`src/rtl/pong_pkg.sv`:
```
// Shared definitions for the pong bounce controller: bounce codes,
// default playfield size and the controller state enum.
// BOUNCE_WIN_LIMIT_EN adds the OVER state (match ends at a winning score).
package pong_pkg;

    localparam int DEF_SCREEN_X = 640;
    localparam int DEF_SCREEN_Y = 480;

    localparam logic [1:0] BOUNCE_NONE   = 2'b00;
    localparam logic [1:0] BOUNCE_PADDLE = 2'b01;
    localparam logic [1:0] BOUNCE_WALL   = 2'b10;
    localparam logic [1:0] BOUNCE_GOAL   = 2'b11;

`ifdef BOUNCE_WIN_LIMIT_EN
    typedef enum logic [1:0] {
        PLAY     = 2'd0,
        COOLDOWN = 2'd1,
        SERVE    = 2'd2,
        OVER     = 2'd3
    } state_e;
`else
    typedef enum logic [1:0] {
        PLAY     = 2'd0,
        COOLDOWN = 2'd1,
        SERVE    = 2'd2
    } state_e;
`endif

endpackage

```
`src/rtl/rect_overlap.sv`:
```
// Strict rectangle overlap between the ball and one fixed-size rectangle.
// Half-open intervals on both axes; all edge sums kept at 11 bits so a ball
// near the 10-bit limit cannot wrap into a false hit.
// Behaviour does not depend on BOUNCE_WIN_LIMIT_EN.
module rect_overlap #(
    parameter int RECT_W = 8,
    parameter int RECT_H = 64
) (
    input  logic [9:0] ball_x_i,
    input  logic [9:0] ball_y_i,
    input  logic [7:0] ball_w_i,
    input  logic [7:0] ball_h_i,
    input  logic [9:0] rect_x_i,
    input  logic [9:0] rect_y_i,
    output logic       hit_o
);

    logic [10:0] ball_x_end;
    logic [10:0] ball_y_end;
    logic [10:0] rect_x_end;
    logic [10:0] rect_y_end;
    logic        x_ovl;
    logic        y_ovl;

    assign ball_x_end = {1'b0, ball_x_i} + {3'b000, ball_w_i};
    assign ball_y_end = {1'b0, ball_y_i} + {3'b000, ball_h_i};
    assign rect_x_end = {1'b0, rect_x_i} + 11'(RECT_W);
    assign rect_y_end = {1'b0, rect_y_i} + 11'(RECT_H);

    assign x_ovl = ({1'b0, ball_x_i} < rect_x_end) && ({1'b0, rect_x_i} < ball_x_end);
    assign y_ovl = ({1'b0, ball_y_i} < rect_y_end) && ({1'b0, rect_y_i} < ball_y_end);
    assign hit_o = x_ovl && y_ovl;

endmodule

```
`src/rtl/bounce_ctrl.sv`:
```
// Pong ball event controller: classifies the ball position on each movement
// tick into paddle / wall / goal events, keeps score and times the bounce
// suppression and re-serve windows.
// BOUNCE_WIN_LIMIT_EN: when defined the match stops in OVER once a player
// reaches WIN_SCORE; otherwise scores wrap modulo 16 and play never ends.
module bounce_ctrl
    import pong_pkg::*;
#(
    parameter int SCREEN_X    = DEF_SCREEN_X,
    parameter int SCREEN_Y    = DEF_SCREEN_Y,
    parameter int PAD_W       = 8,
    parameter int PAD_H       = 64,
    parameter int PAD_L_X     = 16,
    parameter int PAD_R_X     = 616,
    parameter int COOL_TICKS  = 8,
    parameter int SERVE_TICKS = 60,
    parameter int WIN_SCORE   = 9
) (
    input  logic       clock,
    input  logic       reset,
    input  logic       tick,
    input  logic [9:0] ball_x,
    input  logic [9:0] ball_y,
    input  logic [7:0] ball_w,
    input  logic [7:0] ball_h,
    input  logic [9:0] pad_l_y,
    input  logic [9:0] pad_r_y,
    output logic [1:0] bounce,
    output logic [3:0] score_l,
    output logic [3:0] score_r,
    output logic       game_over
);

    // Reject out-of-range configurations at elaboration time.
    if (COOL_TICKS < 1 || COOL_TICKS > 255 || SERVE_TICKS < 1 || SERVE_TICKS > 255 ||
        WIN_SCORE < 1 || WIN_SCORE > 15) begin : g_bad_cfg
        $error("bounce_ctrl: COOL_TICKS/SERVE_TICKS must be 1..255, WIN_SCORE 1..15");
    end

    state_e      state_q, state_d;
    logic [7:0]  cnt_q, cnt_d;
    logic [1:0]  bounce_q, bounce_d;
    logic [3:0]  score_l_q, score_l_d;
    logic [3:0]  score_r_q, score_r_d;

    logic        hit_l, hit_r, pad_hit;
    logic        goal_l, goal_r, goal, wall;
    logic        cooling;
    logic [10:0] x_end, y_end;
    logic [3:0]  score_l_inc, score_r_inc;

    rect_overlap #(.RECT_W(PAD_W), .RECT_H(PAD_H)) u_pad_l (
        .ball_x_i (ball_x),
        .ball_y_i (ball_y),
        .ball_w_i (ball_w),
        .ball_h_i (ball_h),
        .rect_x_i (10'(PAD_L_X)),
        .rect_y_i (pad_l_y),
        .hit_o    (hit_l)
    );

    rect_overlap #(.RECT_W(PAD_W), .RECT_H(PAD_H)) u_pad_r (
        .ball_x_i (ball_x),
        .ball_y_i (ball_y),
        .ball_w_i (ball_w),
        .ball_h_i (ball_h),
        .rect_x_i (10'(PAD_R_X)),
        .rect_y_i (pad_r_y),
        .hit_o    (hit_r)
    );

    // Event classification; x >= 1008 / y >= 1008 catch a ball that stepped
    // past zero and wrapped around.
    assign x_end   = {1'b0, ball_x} + {3'b000, ball_w};
    assign y_end   = {1'b0, ball_y} + {3'b000, ball_h};
    assign pad_hit = hit_l || hit_r;
    assign goal_l  = (ball_x == 10'd0) || (ball_x >= 10'd1008);
    assign goal_r  = (x_end >= 11'(SCREEN_X)) && !goal_l;
    assign goal    = goal_l || goal_r;
    assign wall    = (ball_y == 10'd0) || (ball_y >= 10'd1008) || (y_end >= 11'(SCREEN_Y));
    assign cooling = (state_q == COOLDOWN);

    assign score_l_inc = score_l_q + 4'd1;
    assign score_r_inc = score_r_q + 4'd1;

    // Next-state: everything advances only on tick; bounce is cleared each
    // tick unless a new event is raised. Entry ticks start counters at zero,
    // so a state is first counted on the tick after it was entered.
    always_comb begin
        state_d   = state_q;
        cnt_d     = cnt_q;
        bounce_d  = bounce_q;
        score_l_d = score_l_q;
        score_r_d = score_r_q;
        if (tick) begin
            bounce_d = BOUNCE_NONE;
            case (state_q)
                PLAY, COOLDOWN: begin
                    if (pad_hit && !cooling) begin
                        bounce_d = BOUNCE_PADDLE;
                        state_d  = COOLDOWN;
                        cnt_d    = 8'd0;
                    end else if (goal && !pad_hit) begin
                        // A paddle overlap outranks the goal even while
                        // its own bounce is being suppressed.
                        bounce_d = BOUNCE_GOAL;
                        state_d  = SERVE;
                        cnt_d    = 8'd0;
                        if (goal_l) score_r_d = score_r_inc;
                        else        score_l_d = score_l_inc;
`ifdef BOUNCE_WIN_LIMIT_EN
                        if ((goal_l && score_r_inc == 4'(WIN_SCORE)) ||
                            (goal_r && score_l_inc == 4'(WIN_SCORE))) begin
                            state_d = OVER;
                        end
`endif
                    end else if (wall && !cooling) begin
                        bounce_d = BOUNCE_WALL;
                        state_d  = COOLDOWN;
                        cnt_d    = 8'd0;
                    end else if (cooling) begin
                        if (cnt_q == 8'(COOL_TICKS - 1)) begin
                            state_d = PLAY;
                            cnt_d   = 8'd0;
                        end else begin
                            cnt_d = cnt_q + 8'd1;
                        end
                    end
                end
                SERVE: begin
                    if (cnt_q == 8'(SERVE_TICKS - 1)) begin
                        state_d = PLAY;
                        cnt_d   = 8'd0;
                    end else begin
                        cnt_d = cnt_q + 8'd1;
                    end
                end
`ifdef BOUNCE_WIN_LIMIT_EN
                OVER: begin
                    state_d = OVER;
                end
`endif
                default: begin
                    state_d = PLAY;
                    cnt_d   = 8'd0;
                end
            endcase
        end
    end

    // State register; reset wins over a coincident tick.
    always_ff @(posedge clock) begin
        if (reset) begin
            state_q   <= PLAY;
            cnt_q     <= 8'd0;
            bounce_q  <= BOUNCE_NONE;
            score_l_q <= 4'd0;
            score_r_q <= 4'd0;
        end else begin
            state_q   <= state_d;
            cnt_q     <= cnt_d;
            bounce_q  <= bounce_d;
            score_l_q <= score_l_d;
            score_r_q <= score_r_d;
        end
    end

    assign bounce  = bounce_q;
    assign score_l = score_l_q;
    assign score_r = score_r_q;
`ifdef BOUNCE_WIN_LIMIT_EN
    assign game_over = (state_q == OVER);
`else
    assign game_over = 1'b0;
`endif

endmodule

```
`config.mk`:
```
export PLATFORM = sky130hd
export DESIGN_NAME = bounce_ctrl
export DESIGN_NICKNAME = d
export VERILOG_FILES = /design/src/rtl/pong_pkg.sv /design/src/rtl/rect_overlap.sv /design/src/rtl/bounce_ctrl.sv
export SDC_FILE = /design/constraint.sdc
export NUM_CORES = 1
export LEC_CHECK = 0
export BUFFER_PORTS_ARGS = -buffer_cell sky130_fd_sc_hd__buf_2
export CAP_MARGIN = 0
export CORE_AREA = 8 8 125 127
export DETAILED_ROUTE_END_ITERATION = 7
export DIE_AREA = 0 0 133 135
export HOLD_SLACK_MARGIN = 0.08
export PLACE_DENSITY_LB_ADDON = 0.2
export REMOVE_ABC_BUFFERS = 1
export SYNTH_ARGS = -nofsm -noshare
export SYNTH_HDL_FRONTEND = slang
export SYNTH_HIERARCHICAL = 1
export SYNTH_SLANG_ARGS = --single-unit
export TNS_END_PERCENT = 5
```
`constraint.sdc`:
```
create_clock -name clock -period 4.2 [get_ports clock]
set_input_delay 0.63 -clock clock [delete_from_list [all_inputs] [get_ports clock]]
set_output_delay 0.63 -clock clock [all_outputs]
set_load 0.01 [all_outputs]
```
# Yosys cells after proc, flatten, opt, wreduce, memory -nomap -nowiden
# Cells that the tools add are included.
classes:
  n_mux: 18
  n_eq_ne: 7
  addsub: 7
  n_reduce_logical: 26
  bitwise: 2
  magnitude_cmp: 12
op_table:
  columns: ["cell", "n"]
  rows:
  - ["$mux W8", 6]
  - ["$lt A10 B11 Y1", 4]
  - ["$add A10 B7 Y11 const B", 2]
  - ["$add A10 B8 Y11", 2]
  - ["$ge A10 B10 Y1 const B", 2]
  - ["$logic_not A10 Y1", 2]
  - ["$mux W2", 10]
  - ["$pmux W8 S2", 1]
  - ["$ge A11 B10 Y1 const B", 1]
  - ["$ge A11 B9 Y1 const B", 1]
  - ["$lt A10 B11 Y1 const A", 1]
  - ["$lt A5 B11 Y1 const A", 1]
  - ["$logic_and A1 B1 Y1", 10]
  - ["$lt A10 B10 Y1 const B", 1]
  - ["$lt A10 B5 Y1 const B", 1]
  - ["$ne A5 B5 Y1 const B", 2]
  - ["$reduce_and A5 Y1", 2]
  - ["$add A4 B1 Y4 const B", 2]
  - ["$add A8 B1 Y8 const B", 1]
  - ["$eq A8 B3 Y1 const B", 1]
  - ["$eq A8 B6 Y1 const B", 1]
  - ["$logic_or A1 B1 Y1", 5]
  - ["$pmux W2 S2", 1]
  - ["$reduce_and A4 Y1", 1]
  - ["other kinds (8)", 11]
word_totals:
  regBits: 20
  output_inout_bits: 11

# Depth between registers and ports, before layout
# Gate-level depths: netlist of the first run.
depth:
  depth_word: 10
  mapped_depth: 21
  mapped_depth_nobuf: 20

# By module
# Netlist of the first run, hierarchy kept.
by_module_without_submodules:
  columns: ["mod", "instances", "cells_per_inst", "area_per_inst_um2"]
  rows:
  - ["bounce_ctrl", 1, 249, 2025.7]
  - ["rect_overlap at u_pad_r", 1, 212, 1644.1]
  - ["rect_overlap at u_pad_l", 1, 207, 1629.1]

# Least setup slack after synthesis of the first run
# Ideal clock, no wire load.
synth_timing:
  path_type: "in2reg"
  start: "input ball_y[0]"
  end: "register state_q[1]"
  path_stages: 18
  arrival_time_ns: 3.978
  setup_ns: 0.123
  path_slack_ns: 0.099
  required_ns: 4.077
  n_path_buf: 0
  cell_sequence: "ha_1 fa_1 a21oi_2 nor2b_1 a31o_1 or2_1 xnor2_1 ha_1 o2111a_1 o31ai_1 a21oi_1 nor3_1 o211a_1 nor2_1 nand4_1 o2111a_2 nor3b_4 mux2_1"
synth_between:
  elab_chain_cells: 10
synth_lines:
  columns: ["item", "line_no", "text"]
  rows:
  - ["start, declared", "bounce_ctrl.sv:23", "input logic [9:0] ball_y,"]
  - ["$add A10 B8 Y11", "rect_overlap.sv:26", "assign ball_y_end = {1'b0, ball_y_i} + {3'b000, ball_h_i};"]
  - ["$lt A10 B11 Y1", "rect_overlap.sv:31", "assign y_ovl = ({1'b0, ball_y_i} < rect_y_end) && ({1'b0, rect_y_i} < ball_y_end);"]
  - ["$logic_and A1 B1 Y1 (*)", "rect_overlap.sv:31", null]
  - ["$logic_and A1 B1 Y1 (*)", "rect_overlap.sv:32", "assign hit_o = x_ovl && y_ovl;"]
  - ["net hit_l", "bounce_ctrl.sv:46", "logic hit_l, hit_r, pad_hit;"]
  - ["$logic_or A1 B1 Y1 (*)", "bounce_ctrl.sv:76", "assign pad_hit = hit_l || hit_r;"]
  - ["$logic_not A1 Y1", "bounce_ctrl.sv:103", "end else if (goal && !pad_hit) begin"]
  - ["$logic_and A1 B1 Y1", "bounce_ctrl.sv:103", null]
  - ["$mux W2", "bounce_ctrl.sv:103", null]
  - ["$mux W2", "bounce_ctrl.sv:99", "if (pad_hit && !cooling) begin"]
  - ["$pmux W2 S2", "bounce_ctrl.sv:97", "case (state_q)"]
  - ["end signal, assigned", "bounce_ctrl.sv:160", "state_q <= state_d;"]
  - ["end, declared", "bounce_ctrl.sv:40", "state_e state_q, state_d;"]
# Mark *: on every way through the listed nets, which the timed path passes. The rest lies on a longest branch.
# A chain may end at the register's enable or synchronous reset.

# Worst setup path in the final report of the first run
layout_timing:
  start: "input ball_x[0]"
  end: "register state_q[1]"
layout_between:
  elab_chain_cells: 10
layout_lines:
  columns: ["item", "line_no", "text"]
  rows:
  - ["start, declared", "bounce_ctrl.sv:22", "input logic [9:0] ball_x,"]
  - ["$add A10 B8 Y11", "rect_overlap.sv:25", "assign ball_x_end = {1'b0, ball_x_i} + {3'b000, ball_w_i};"]
  - ["$lt A10 B11 Y1", "rect_overlap.sv:30", "assign x_ovl = ({1'b0, ball_x_i} < rect_x_end) && ({1'b0, rect_x_i} < ball_x_end);"]
  - ["$logic_and A1 B1 Y1 (*)", "rect_overlap.sv:30", null]
  - ["$logic_and A1 B1 Y1 (*)", "rect_overlap.sv:32", null]
  - ["net hit_r", "bounce_ctrl.sv:46", null]
  - ["$logic_or A1 B1 Y1 (*)", "bounce_ctrl.sv:76", null]
  - ["$logic_not A1 Y1", "bounce_ctrl.sv:103", null]
  - ["$logic_and A1 B1 Y1", "bounce_ctrl.sv:103", null]
  - ["$mux W2", "bounce_ctrl.sv:103", null]
  - ["$mux W2", "bounce_ctrl.sv:99", null]
  - ["$pmux W2 S2", "bounce_ctrl.sv:97", null]
# Marked as above.

==> summary.md, run 1 <==
| Metric | Value |
|---|---|
| Via/cell ratio | `5.24` |
| Endpoints failing setup | `1` |
| # fillers | `1319` |
| Pin count of the biggest net entering global routing | `24` |
| Async SR Flop Fraction | `0%` |
| Die Span Y | `135 µm` |
| Final worst setup slack | `-0.00143 ns` |
| HP Class | `flop to flop` |
| Hold Path Stages | `2` |
| Netlist cell types | `75` |
| Seq/Total Area, Yosys | `7.56%` |
| TritonCTS clock tree | `yes` |
| Most frequent cells in the layout | `ha_1 (124), buf_2 (66), conb_1 (65)` |
| FF-to-FF setup slack | `around 2.3 ns` |
| Grt ovf | `0` |
| Die area | `0.0180 mm²` |
| Compound-gate portion of the synthesized area | `26.2%` |
| # nets final | `1045` |
| Highest Signal Layer | `met4` |
| VDD IR max | `117 µV` |
| Reg2Reg Depth | `6` |
| Cell count after placement | `1020` |
| Fin crit share | `100%` |
| CP max-delay cell | `fa_2` |
| RSZ-0062 raised after global routing | `true` |
| Worst Setup End Kind | `flop` |
| Run status | `complete, but fails checks` |
| Drt first pass iters | `4` |
| Crit Path Category | `primary input to flop` |
| CP required | `4.34 ns` |
| Worst hold start | `bounce[1]` |
| Layout area overhead | `27.2%` |
| Final worst path period need | `4.20 ns` |
| Initial antenna violation count | `0` |
| CP Cell Sequence | `buf_6 > ha_2 > fa_2 > a21oi_4 > o21ai_2 > o311ai_2 > buf_4 > nand2b_1 > a21oi_2 > xor2_1 > ha_1 > a31oi_1 > a21oi_1 > buf_4 > nor4_4 > nor3_2 > buf_4 > o2111ai_2 > o21a_1 > nor3b_4 > mux2_4` |
| CP max FO | `3` |
| CTS Sinks | `20` |
| Met1 wire length | `6440 µm` |
| Largest family of logic cells by synthesized area | `adder cells` |
| GRT Overall Usage | `between 10% and 20%` |
| Cell area after layout | `0.00674 mm²` |
| Worst-path clk slew | `0.06 ns` |
| FP Rows | `43` |
| Achievable Freq | `238 MHz` |
| Final non-filler cell total | `1032` |
| Io pins | `70` |
| Maximum buffer depth of the clock tree | `2` |
| DR iter-0 viols | `180` |
| Clock Skew | `between 0.001 and 0.0015 ns` |
| Post-DP HPWL | `12000 µm` |
| Number of enable flip-flop cells after synthesis | `0` |
| Post-Synth Simple-Gate Area | `around a fifth` |
| Proportion of layout cells with a drive suffix above 1 | `between 20 and 25%` |
| Final WL | `~14000 µm` |
| H-tree Lvls | `1` |
| Max-cap violations | `0` |
| Antenna Cells | `0` |
| Synth Instances | `668` |
| Avg WL per Cell | `13.9 µm` |
| Post-place setup slack | `-0.272 ns` |
| Area of the core | `0.0136 mm²` |
| Post-CTS Hold Buffers | `0` |
| Synthesized cell area | `0.00530 mm²` |
| Synthesized area per cell | `approximately 7.9 µm²` |
| Routed Antenna Nets | `0` |
| Area contributors post-synth | `ha_1 (30%), dfxtp_1 (7.6%), a21oi_1 (4.9%)` |
| Routability Congestion | `0.855` |
| Via count of the first global-routing pass | `5363` |
| Failing checks | `negative setup slack` |
| WL met2 | `slightly above 7000 µm` |
| Synth top area share | `30.0%` |
| Leakage power figure | `3.20 nW` |
| Placed inst area | `around 0.0064 mm²` |
| Most common cell after layout, fill and taps aside | `ha_1` |
| Mux cell area share after synthesis | `0.968%` |
| Warnings from Yosys | `6` |
| Final Hold Vio Count | `0` |
| Global-route wire length before repair | `~24000 µm` |
| Initial Util | `38.9%` |
| Max Slew Vio Count | `0` |
| Pwr per Cell Area | `between 200 and 250 mW/mm²` |
| CP arrival | `4.35 ns` |
| R2r endpoint | `state_q[1]` |
| Met3 Wirelength | `roughly 570 µm` |
| XOR/XNOR Fraction of Synth Area | `8.26%` |
| Crit start category | `primary input` |
| Adder-Cell Fraction of Synth Area | `around a third` |
| Port bufs | `68` |
| Main flop type after synthesis | `dfxtp_1` |
| Final hold slack | `0.481 ns` |
| CP dominant cell by count | `buf_4` |
| R2r startpoint | `cnt_q[1]` |
| Clock latency on the worst-skew pair | `0.25 ns` |
| DRC | `0` |
| Hold Path End | `bounce[1]` |
| Synth area leader | `ha_1` |
| Synthesis-stage register bit count | `20` |
| CTS root buf | `clkbuf_16` |
| Die X | `133 µm` |
| Num CTS Buffers | `3` |
| Biggest cell delay along the critical path | `0.39 ns` |
| Routed vias | `approximately 5400` |
-- power by group --
part	total, mW	switching, mW	internal, mW
clock	0.218	0.0723	0.145
combinational	0.968	0.508	0.460
sequential	0.220	0.0171	0.203
total	1.41	0.597	0.809
-- metrics by stage --
stage               util [%]  total power [mW]  TNS [ns]
CTS                     48.0              1.35         0
detailed placement      47.2              1.12     -3.19
global route            49.5              1.54     -1.88
floorplan                  -             0.813         0
global placement        47.2              1.09     -1.02
finish                  49.5              1.41  -0.00143
-- how the worst max path moves through the flow --
stage	start	endpoint	slack [ns]
after global placement	ball_y[0]	state_q[1]	-0.16
final	ball_x[0]	state_q[1]	-0.001
after CTS	ball_y[0]	state_q[1]	0.02
after floorplan	ball_y[0]	state_q[1]	0.05
after detailed placement	ball_x[0]	state_q[1]	-0.27
after global routing	ball_x[0]	state_q[1]	-0.22
-- Yosys cell counts (all sizes together) (8+ instances only) --
library cell and instances:
o21a 9, a211oi 9, buf 9, nor2 49
nand2b 18, inv 32, and3 8, a31oi 12
nand2 47, dfxtp 20, nor3 19, nand4 13
nand3 26, o21ai 33, o21bai 8, xnor2 21
a21o 12, ha 127, o211ai 23, nor2b 12
a21oi 53, xor2 29
-- kinds of logic (layout without fill, tap and decap cells) --
group | Yosys count | count (layout)
fa+ha+maj | 133 | 133
mux | 5 | 5
compound gates | 198 | 198
xor+xnor | 50 | 50
flops | 20 | 20
buf+inv | 43 | 164
other cells | 2 | 65
simple gates | 217 | 217
-- critical path, delay by kind of cell --
family / cells / cell delay, ns
AOI/OAI and AO/OA: 8 / 1.21
xor gates and xnor gates: 1 / 0.08
adders and majority gates: 3 / 0.90
buffers and inverters: 4 / 0.56
muxes: 1 / 0.31
and+or+nand+nor: 4 / 0.64
-- routing by layer --
layer | global-route usage (%) | vias to the layer above
met2 | 28.9 | 95
met4 | 1.64 | 0
met1 | 18.4 | 2484
li1 | - | 2824
met3 | 2.15 | 9
met5 | 0 | -
-- sequential cells by signal, summed over array words and instances (netlist names) --
| register | count |
|---|---|
| cnt_q | 8 |
| score_r | 4 |
| score_l | 4 |
| state_q | 2 |
| bounce | 2 |
-- what timing repair did --
item | CTS | global route
endpoints found under the setup margin | 1 | 18
gates resized for setup | 2 | 34
buffers inserted | 0 | 8
hold endpoints to repair | 0 | 0
pin swaps | 0 | 30
-- cell type report --
class	count	area, µm²	share of cell area (%)
Sequential cell	20	400	5.94
Inverter	32	120	1.78
Multi-Input combinational cell	668	5090	75.5
Clock buffer	4	88.8	1.32
Timing Repair Buffer	128	815	12.1
Tap cell	180	225	3.34
Power figures use the tool's default switching activity.
==> run 2, diff against run 1 <==
--- a/config.mk
+++ b/config.mk
@@ -5,11 +5,12 @@
 export SDC_FILE = /design/constraint.sdc
 export NUM_CORES = 1
 export LEC_CHECK = 0
+export ABC_AREA = 1
 export BUFFER_PORTS_ARGS = -buffer_cell sky130_fd_sc_hd__buf_2
 export CAP_MARGIN = 0
-export CORE_AREA = 8 8 125 127
+export CORE_AREA = 8 8 127 129
 export DETAILED_ROUTE_END_ITERATION = 7
-export DIE_AREA = 0 0 133 135
+export DIE_AREA = 0 0 135 137
 export HOLD_SLACK_MARGIN = 0.08
 export PLACE_DENSITY_LB_ADDON = 0.2
 export REMOVE_ABC_BUFFERS = 1
==> summary.md, run 2 <==
| Metric | Value |
|---|---|
| Run status | `complete, no violations` |
| Cell count after placement | `1175 (+15%)` |
| Most frequent cells in the layout | `nand2_1 (239), ha_1 (127), inv_1 (102)` |
| Die area | `0.0185 mm² (+3.0%)` |
| H-tree Lvls | `1 (unchanged)` |
| Die X | `135 µm (+1.5%)` |
| Final worst path period need | `3.78 ns (-0.425 ns)` |
| GRT busiest layer | `met2` |
| Netlist cell types | `43 (-43%)` |
| Avg WL per Cell | `11.2 µm (-19%)` |
| Most common cell after layout, fill and taps aside | `nand2_1` |
| Count leader, synth | `nand2_1` |
| Routability Congestion | `0.846 (-1.0%)` |
| Max Slew Vio Count | `0 (unchanged)` |
| Main flop type after synthesis | `dfxtp_1` |
| Tightest Pin Transition | `0.506 ns` |
| Area of the core | `0.0142 mm² (+4.3%)` |
| FP Rows | `44 (+2.3%)` |
| Register area | `400 µm² (unchanged)` |
| Proportion of layout cells with a drive suffix above 1 | `11.9% (-8.9 points)` |
| Async SR Flop Fraction | `0% (unchanged)` |
| CP arrival | `3.92 ns (-0.43 ns)` |
| Pin count of the biggest net entering global routing | `17 (-29%)` |
| # Post-CTS Setup Buffers | `0 (unchanged)` |
| Routed vias | `5505 (+1.7%)` |
| Layout area overhead | `16.8%` |
| Final non-filler cell total | `1179 (+14%)` |
| Synth top area share | `28.7% (-1.3 points)` |
| Initial antenna violation count | `0 (unchanged)` |
| Crit start category | `primary input` |
| Post-place setup slack | `0.0592 ns (+0.331 ns)` |
| Achievable Freq | `265 MHz (+11%)` |
| Number of enable flip-flop cells after synthesis | `0 (unchanged)` |
| Placed inst area | `0.00636 mm² (-1.0%)` |
| Internal cell power | `767 µW (-5.1%)` |
| # fillers | `1533 (+16%)` |
| Via/cell ratio | `4.67 (-11%)` |
| Logic pwr share | `64.1% (-4.8 points)` |
| DR iter-0 viols | `162 (-10%)` |
| CP required | `4.34 ns (about the same)` |
| RSZ-0062 raised after global routing | `false` |
| Synthesized area per cell | `6.46 µm² (-19%)` |
| TritonCTS clock tree | `yes` |
| Initial Util | `39.0% (+0.11 points)` |
| Die Span Y | `137 µm (+1.5%)` |
| Endpoints failing setup | `0 (-1)` |
| Clock group share of total power | `18.7% (+3.2 points)` |
| Area contributors post-synth | `ha_1 (29%), nand2_1 (16%), dfxtp_1 (7.2%)` |
| Maximum buffer depth of the clock tree | `2 (unchanged)` |
| Clock Skew | `0.00357 ns (+0.00229 ns)` |
| Routed Antenna Nets | `0 (unchanged)` |
| Io pins | `70 (unchanged)` |
| Synthesized cell area | `0.00555 mm² (+4.7%)` |
| Worst-path clk slew | `0.06 ns (about the same)` |
| Synth area leader | `ha_1` |
| Synth Instances | `859 (+29%)` |
| Pwr per Cell Area | `217 mW/mm² (+4.2%)` |
| Max-slew headroom | `65.9%` |
| Port bufs | `68 (unchanged)` |
| Max-cap violations | `0 (unchanged)` |
| Multi-input logic area | `0.00496 mm² (-2.6%)` |
| Switching pwr | `639 µW (+7.1%)` |
| Final worst setup slack | `0.423 ns (+0.425 ns)` |
| # nets final | `1188 (+14%)` |
| Setup tns final | `0 ns (+0.00143 ns)` |
| CTS Sinks | `20 (unchanged)` |
| Post-CTS Hold Buffers | `0 (unchanged)` |
| HP Class | `flop to flop` |
| CP max FO | `9 (+6)` |
| Overall Power | `1.41 mW (about the same)` |
| Max reg flops | `8 (unchanged)` |
| Cell area after layout | `0.00648 mm² (-3.9%)` |
| Post-DP HPWL | `11400 µm (-5.1%)` |
| Via count of the first global-routing pass | `5260 (-1.9%)` |
| Warnings from Yosys | `6 (unchanged)` |
| Final Hold Vio Count | `0 (unchanged)` |
| M2 GR Usage | `26.2% (-2.8 points)` |
| VDD IR max | `156 µV (+34%)` |
| Global-route wire length before repair | `23100 µm (-3.7%)` |
| Num CTS Buffers | `3 (unchanged)` |
| Sw Share | `45.4% (+3.0 points)` |
| Grt ovf | `0 (unchanged)` |
| Synthesis-stage register bit count | `20 (unchanged)` |
| CTS root buf | `clkbuf_16` |
| Top cell types by occurrence after synthesis | `nand2_1 (239), ha_1 (127), inv_1 (102)` |
| Antenna Cells | `0 (unchanged)` |
| CTS resizes | `0 (-2)` |
| Flop pwr share | `17.2% (+1.5 points)` |
| Seq/Total Area, Yosys | `7.22% (-0.34 points)` |
| GRT Overall Usage | `14.6% (-0.69 points)` |
| Worst Setup End Kind | `flop` |
| Clock latency on the worst-skew pair | `0.25 ns (about the same)` |
| Drt first pass iters | `4 (unchanged)` |
| Met3 usage | `2.31% (+0.16 points)` |
| Top reg by flops | `cnt_q` |
| Leakage power figure | `3.57 nW (+11%)` |
| GR Util met1 | `18.8% (+0.43 points)` |
| DRC | `0 (unchanged)` |
| Final WL | `13200 µm (-7.6%)` |
| Fin crit share | `89.9% (-10 points)` |
| Crit Path Category | `primary input to flop` |
run 2: cell types whose count changed after synthesis, sizes merged, moves of 10 or more:
cell and change:
nand2 +200, inv +74, nand3 +31, a21oi +24
nor2 +24, o211ai -22, nand2b -18, nor2b -12
nor3 -10
run 2: cell families (layout without fill, tap and decap cells):
kind of cell	after synthesis	count (layout)	share of synthesized area [%]
other cells	2	66	0.135
fa+ha+maj	133	133	30.8
flops	20	20	7.22
compound gates	130	130	13.7
xor+xnor	50	50	7.90
simple gates	412	412	32.4
buf+inv	112	184	7.81
run 2: area by class of cell:
type,count,area share (%)
multi-input combinational,791,76.6
inverter,107,6.20
sequential,20,6.18
timing repair buffer,73,5.83
tap,184,3.55
clock buffer,3,1.16
clock inverter,1,0.464
run 2: stage by stage:
| stage | hold slack (ns) | util [%] |
|---|---|---|
| 2_1_floorplan | 0.457 | - |
| 3_3_place_gp | 0.461 | 44.8 |
| 3_5_place_dp | 0.460 | 44.8 |
| 4_1_cts | 0.470 | 45.5 |
| 5_1_grt | 0.486 | 45.6 |
| 6_report | 0.472 | 45.6 |
run 2: final timing paths:
path                            cells after the start  startpoint  slack (ns)         end
worst max-delay path                               27   ball_y[0]        0.42  state_q[0]
worst min register to register                      2   bounce[1]        0.47   bounce[1]
worst min-delay path                                2   bounce[1]        0.47   bounce[1]
worst max register to register                      8    cnt_q[0]        2.30  state_q[1]
run 2: critical path, cell delays in order:
cell and delay [ns]:
buf_2 0.14, ha_1 0.27, fa_1 0.42, nand3_1 0.09, nand2_1 0.09, a21oi_2 0.21
xor2_1 0.10, ha_1 0.30, nand2_1 0.07, a21oi_1 0.11, nor2_1 0.05, nand2_1 0.06
nand2_1 0.05, nand2_1 0.05, nand2_1 0.05, nand2_1 0.05, nand2_1 0.04, nand2_1 0.05
nor2_1 0.04, nor2_2 0.19, buf_4 0.16, nand2_4 0.08, nand3_2 0.08, nand2_2 0.13
buf_4 0.19, nor3_1 0.17, nor2_1 0.07
run 2: power groups by stage:
stage / Combinational, mW / Clock (mW) / Sequential (mW)
2_1_floorplan: 0.671 / 0 / 0.242
3_3_place_gp: 0.890 / 0 / 0.246
3_5_place_dp: 0.893 / 0 / 0.245
4_1_cts: 0.899 / 0.269 / 0.241
5_1_grt: 1.06 / 0.276 / 0.245
6_report: 0.902 / 0.263 / 0.242
run 2: metal layers:
layer / vias up / wire, µm
met1: 2347 / 6640
li1: 3064 / -
met4: 0 / 27
met2: 92 / 5920
met3: 2 / 637
met5: - / 0
==> run 3, diff against run 2 <==
==> constraint.sdc (replaced) <==
create_clock -name clock -period 4.2 [get_ports clock]
set_input_delay 0.21 -clock clock [delete_from_list [all_inputs] [get_ports clock]]
set_output_delay 0.21 -clock clock [all_outputs]
set_load 0.01 [all_outputs]
==> summary.md, run 3 (synthesized netlist as in run 2, its figures left out) <==
| Metric | Value |
|---|---|
| Run status | `complete, no violations` |
| Multi-input logic area | `0.00495 mm² (-0.18%)` |
| Fin crit share | `84.3% (-5.6 points)` |
| Hold Path Stages | `2 (unchanged)` |
| Clock Skew | `0.00482 ns (+0.00124 ns)` |
| TritonCTS clock tree | `yes` |
| # nets final | `1184 (-0.34%)` |
| Pin count of the biggest net entering global routing | `17 (unchanged)` |
| Routed Antenna Nets | `0 (unchanged)` |
| Post-CTS Hold Buffers | `0 (unchanged)` |
| CTS resizes | `0 (unchanged)` |
| Max-slew headroom | `64.0% (-1.9 points)` |
| RSZ-0062 raised after global routing | `false` |
| Achievable Freq | `282 MHz (+6.6%)` |
| Worst hold start | `reset` |
| Crit start category | `primary input` |
| H-tree Lvls | `1 (unchanged)` |
| Worst Setup End Kind | `flop` |
| Hold Path End | `score_r[3]` |
| Final Hold Vio Count | `0 (unchanged)` |
| Initial Util | `39.0% (unchanged)` |
| Final worst path period need | `3.54 ns (-0.234 ns)` |
| CP arrival | `3.69 ns (-0.23 ns)` |
| Drt first pass iters | `4 (unchanged)` |
| Clock latency on the worst-skew pair | `0.25 ns (about the same)` |
| Pwr per Cell Area | `216 mW/mm² (-0.52%)` |
| Max reg flops | `8 (unchanged)` |
| # fillers | `1556 (+1.5%)` |
| Setup tns final | `0 ns (unchanged)` |
| Via/cell ratio | `4.71 (+0.94%)` |
| HP Class | `primary input to flop` |
| Max Slew Vio Count | `0 (unchanged)` |
| Antenna Cells | `0 (unchanged)` |
| Final WL | `13300 µm (+0.29%)` |
| Die X | `135 µm (unchanged)` |
| Layout area overhead | `16.1%` |
| FF-to-FF setup slack | `2.29 ns (about the same)` |
| Post-DP HPWL | `11500 µm (+0.63%)` |
| Proportion of layout cells with a drive suffix above 1 | `11.2% (-0.66 points)` |
| Top reg by flops | `cnt_q` |
| # Post-CTS Setup Buffers | `0 (unchanged)` |
| Final worst setup slack | `0.658 ns (+0.234 ns)` |
| Placed inst area | `0.00633 mm² (-0.47%)` |
| FP Rows | `44 (unchanged)` |
| Routability Congestion | `0.829 (-1.9%)` |
| Most frequent cells in the layout | `nand2_1 (239), ha_1 (127), inv_1 (102)` |
| Routed vias | `5538 (+0.60%)` |
| Grt ovf | `0 (unchanged)` |
| VDD IR max | `203 µV (+30%)` |
| Final core utilization | `45.3% (-0.27 points)` |
| Cell area after layout | `0.00644 mm² (-0.60%)` |
| Max-cap violations | `0 (unchanged)` |
| Num CTS Buffers | `3 (unchanged)` |
| CTS Sinks | `20 (unchanged)` |
| Endpoints failing setup | `0 (unchanged)` |
| Global-route wire length before repair | `23100 µm (unchanged)` |
| Leakage power figure | `3.55 nW (-0.57%)` |
| Die Span Y | `137 µm (unchanged)` |
| Crit Path Category | `primary input to flop` |
| GRT Overall Usage | `14.6% (-0.072 points)` |
| CTS root buf | `clkbuf_16` |
| Most common cell after layout, fill and taps aside | `nand2_1` |
| CP required | `4.35 ns (about the same)` |
| Tightest Pin Transition | `0.533 ns (+0.0276 ns)` |
| R2r startpoint | `cnt_q[0]` |
| DRC | `0 (unchanged)` |
| CP max FO | `10 (+1)` |
| Maximum buffer depth of the clock tree | `2 (unchanged)` |
| Io pins | `70 (unchanged)` |
| Initial antenna violation count | `1 (+1)` |
| Register area | `400 µm² (unchanged)` |
| Overall Power | `1.39 mW (-1.1%)` |
| Avg WL per Cell | `11.3 µm (+0.63%)` |
| R2r endpoint | `state_q[1]` |
| Reg2Reg Depth | `8 (unchanged)` |
| Area of the core | `0.0142 mm² (unchanged)` |
| Post-place setup slack | `0.345 ns (+0.286 ns)` |
| Worst-path clk slew | `0.06 ns (about the same)` |
| DR iter-0 viols | `231 (+43%)` |
| Die area | `0.0185 mm² (unchanged)` |
| Via count of the first global-routing pass | `5212 (-0.91%)` |
| Port bufs | `68 (unchanged)` |
run 3: cell types whose count changed in the layout (fill, tap and decap cells not counted), sizes merged:
cell / delta
buf: -4
run 3: through the flow:
step,hold slack (ns),cells
finish,0.288,1175
global route,0.324,1175
CTS,0.299,1175
detailed placement,0.463,1171
global placement,0.460,1171
floorplan,0.279,918
run 3: per-layer routing:
| layer | up-vias | global-route usage, % | part of all wire [%] |
|---|---|---|---|
| met3 | 8 | 1.91 | 4.2 |
| met2 | 89 | 25.2 | 43 |
| li1 | 3069 | - | - |
| met1 | 2370 | 19.4 | 52 |
| met4 | 2 | 1.23 | 0.57 |
| met5 | - | 0 | 0.075 |
run 3: area by class of cell:
cell class | instances | area share [%]
clock inverters | 1 | 0.466
flip-flops and latches | 20 | 6.22
well taps | 184 | 3.58
repair buffers | 69 | 5.40
inverters | 107 | 6.24
clock buffers | 3 | 1.17
multi-input cells | 791 | 76.9
run 3: worst max path at each step:
stage | from | endpoint | cells after the start
detailed placement | ball_y[0] | state_q[1] | 28
floorplan | ball_y[0] | cnt_q[3] | 26
finish | ball_y[0] | state_q[1] | 28
global route | ball_y[0] | state_q[1] | 28
CTS | ball_y[0] | state_q[1] | 28
global placement | ball_y[0] | state_q[1] | 28
run 3: worst max-delay path: stages:
cell	delay, ns
buf_2	0.14
ha_1	0.26
fa_1	0.42
nand3_1	0.08
nand2_1	0.09
a21oi_1	0.26
xor2_1	0.18
ha_1	0.26
a21o_1	0.18
nor2_1	0.09
nand2_1	0.07
nand2_1	0.06
nand2_1	0.04
nand2_1	0.05
nand2_1	0.04
nand2_1	0.05
nand2_1	0.07
nor2_2	0.10
nor2_1	0.07
buf_4	0.15
nor2_1	0.17
nor3_1	0.07
nand3_1	0.11
nand2_2	0.14
nor2_1	0.17
nand2_1	0.06
nand2_1	0.05
nor2_1	0.04
run 3: power by group:
part	total [mW]	switching, mW	internal (mW)
clock	0.259	0.0705	0.189
combinational	0.890	0.534	0.357
sequential	0.241	0.0283	0.213
total	1.39	0.632	0.759
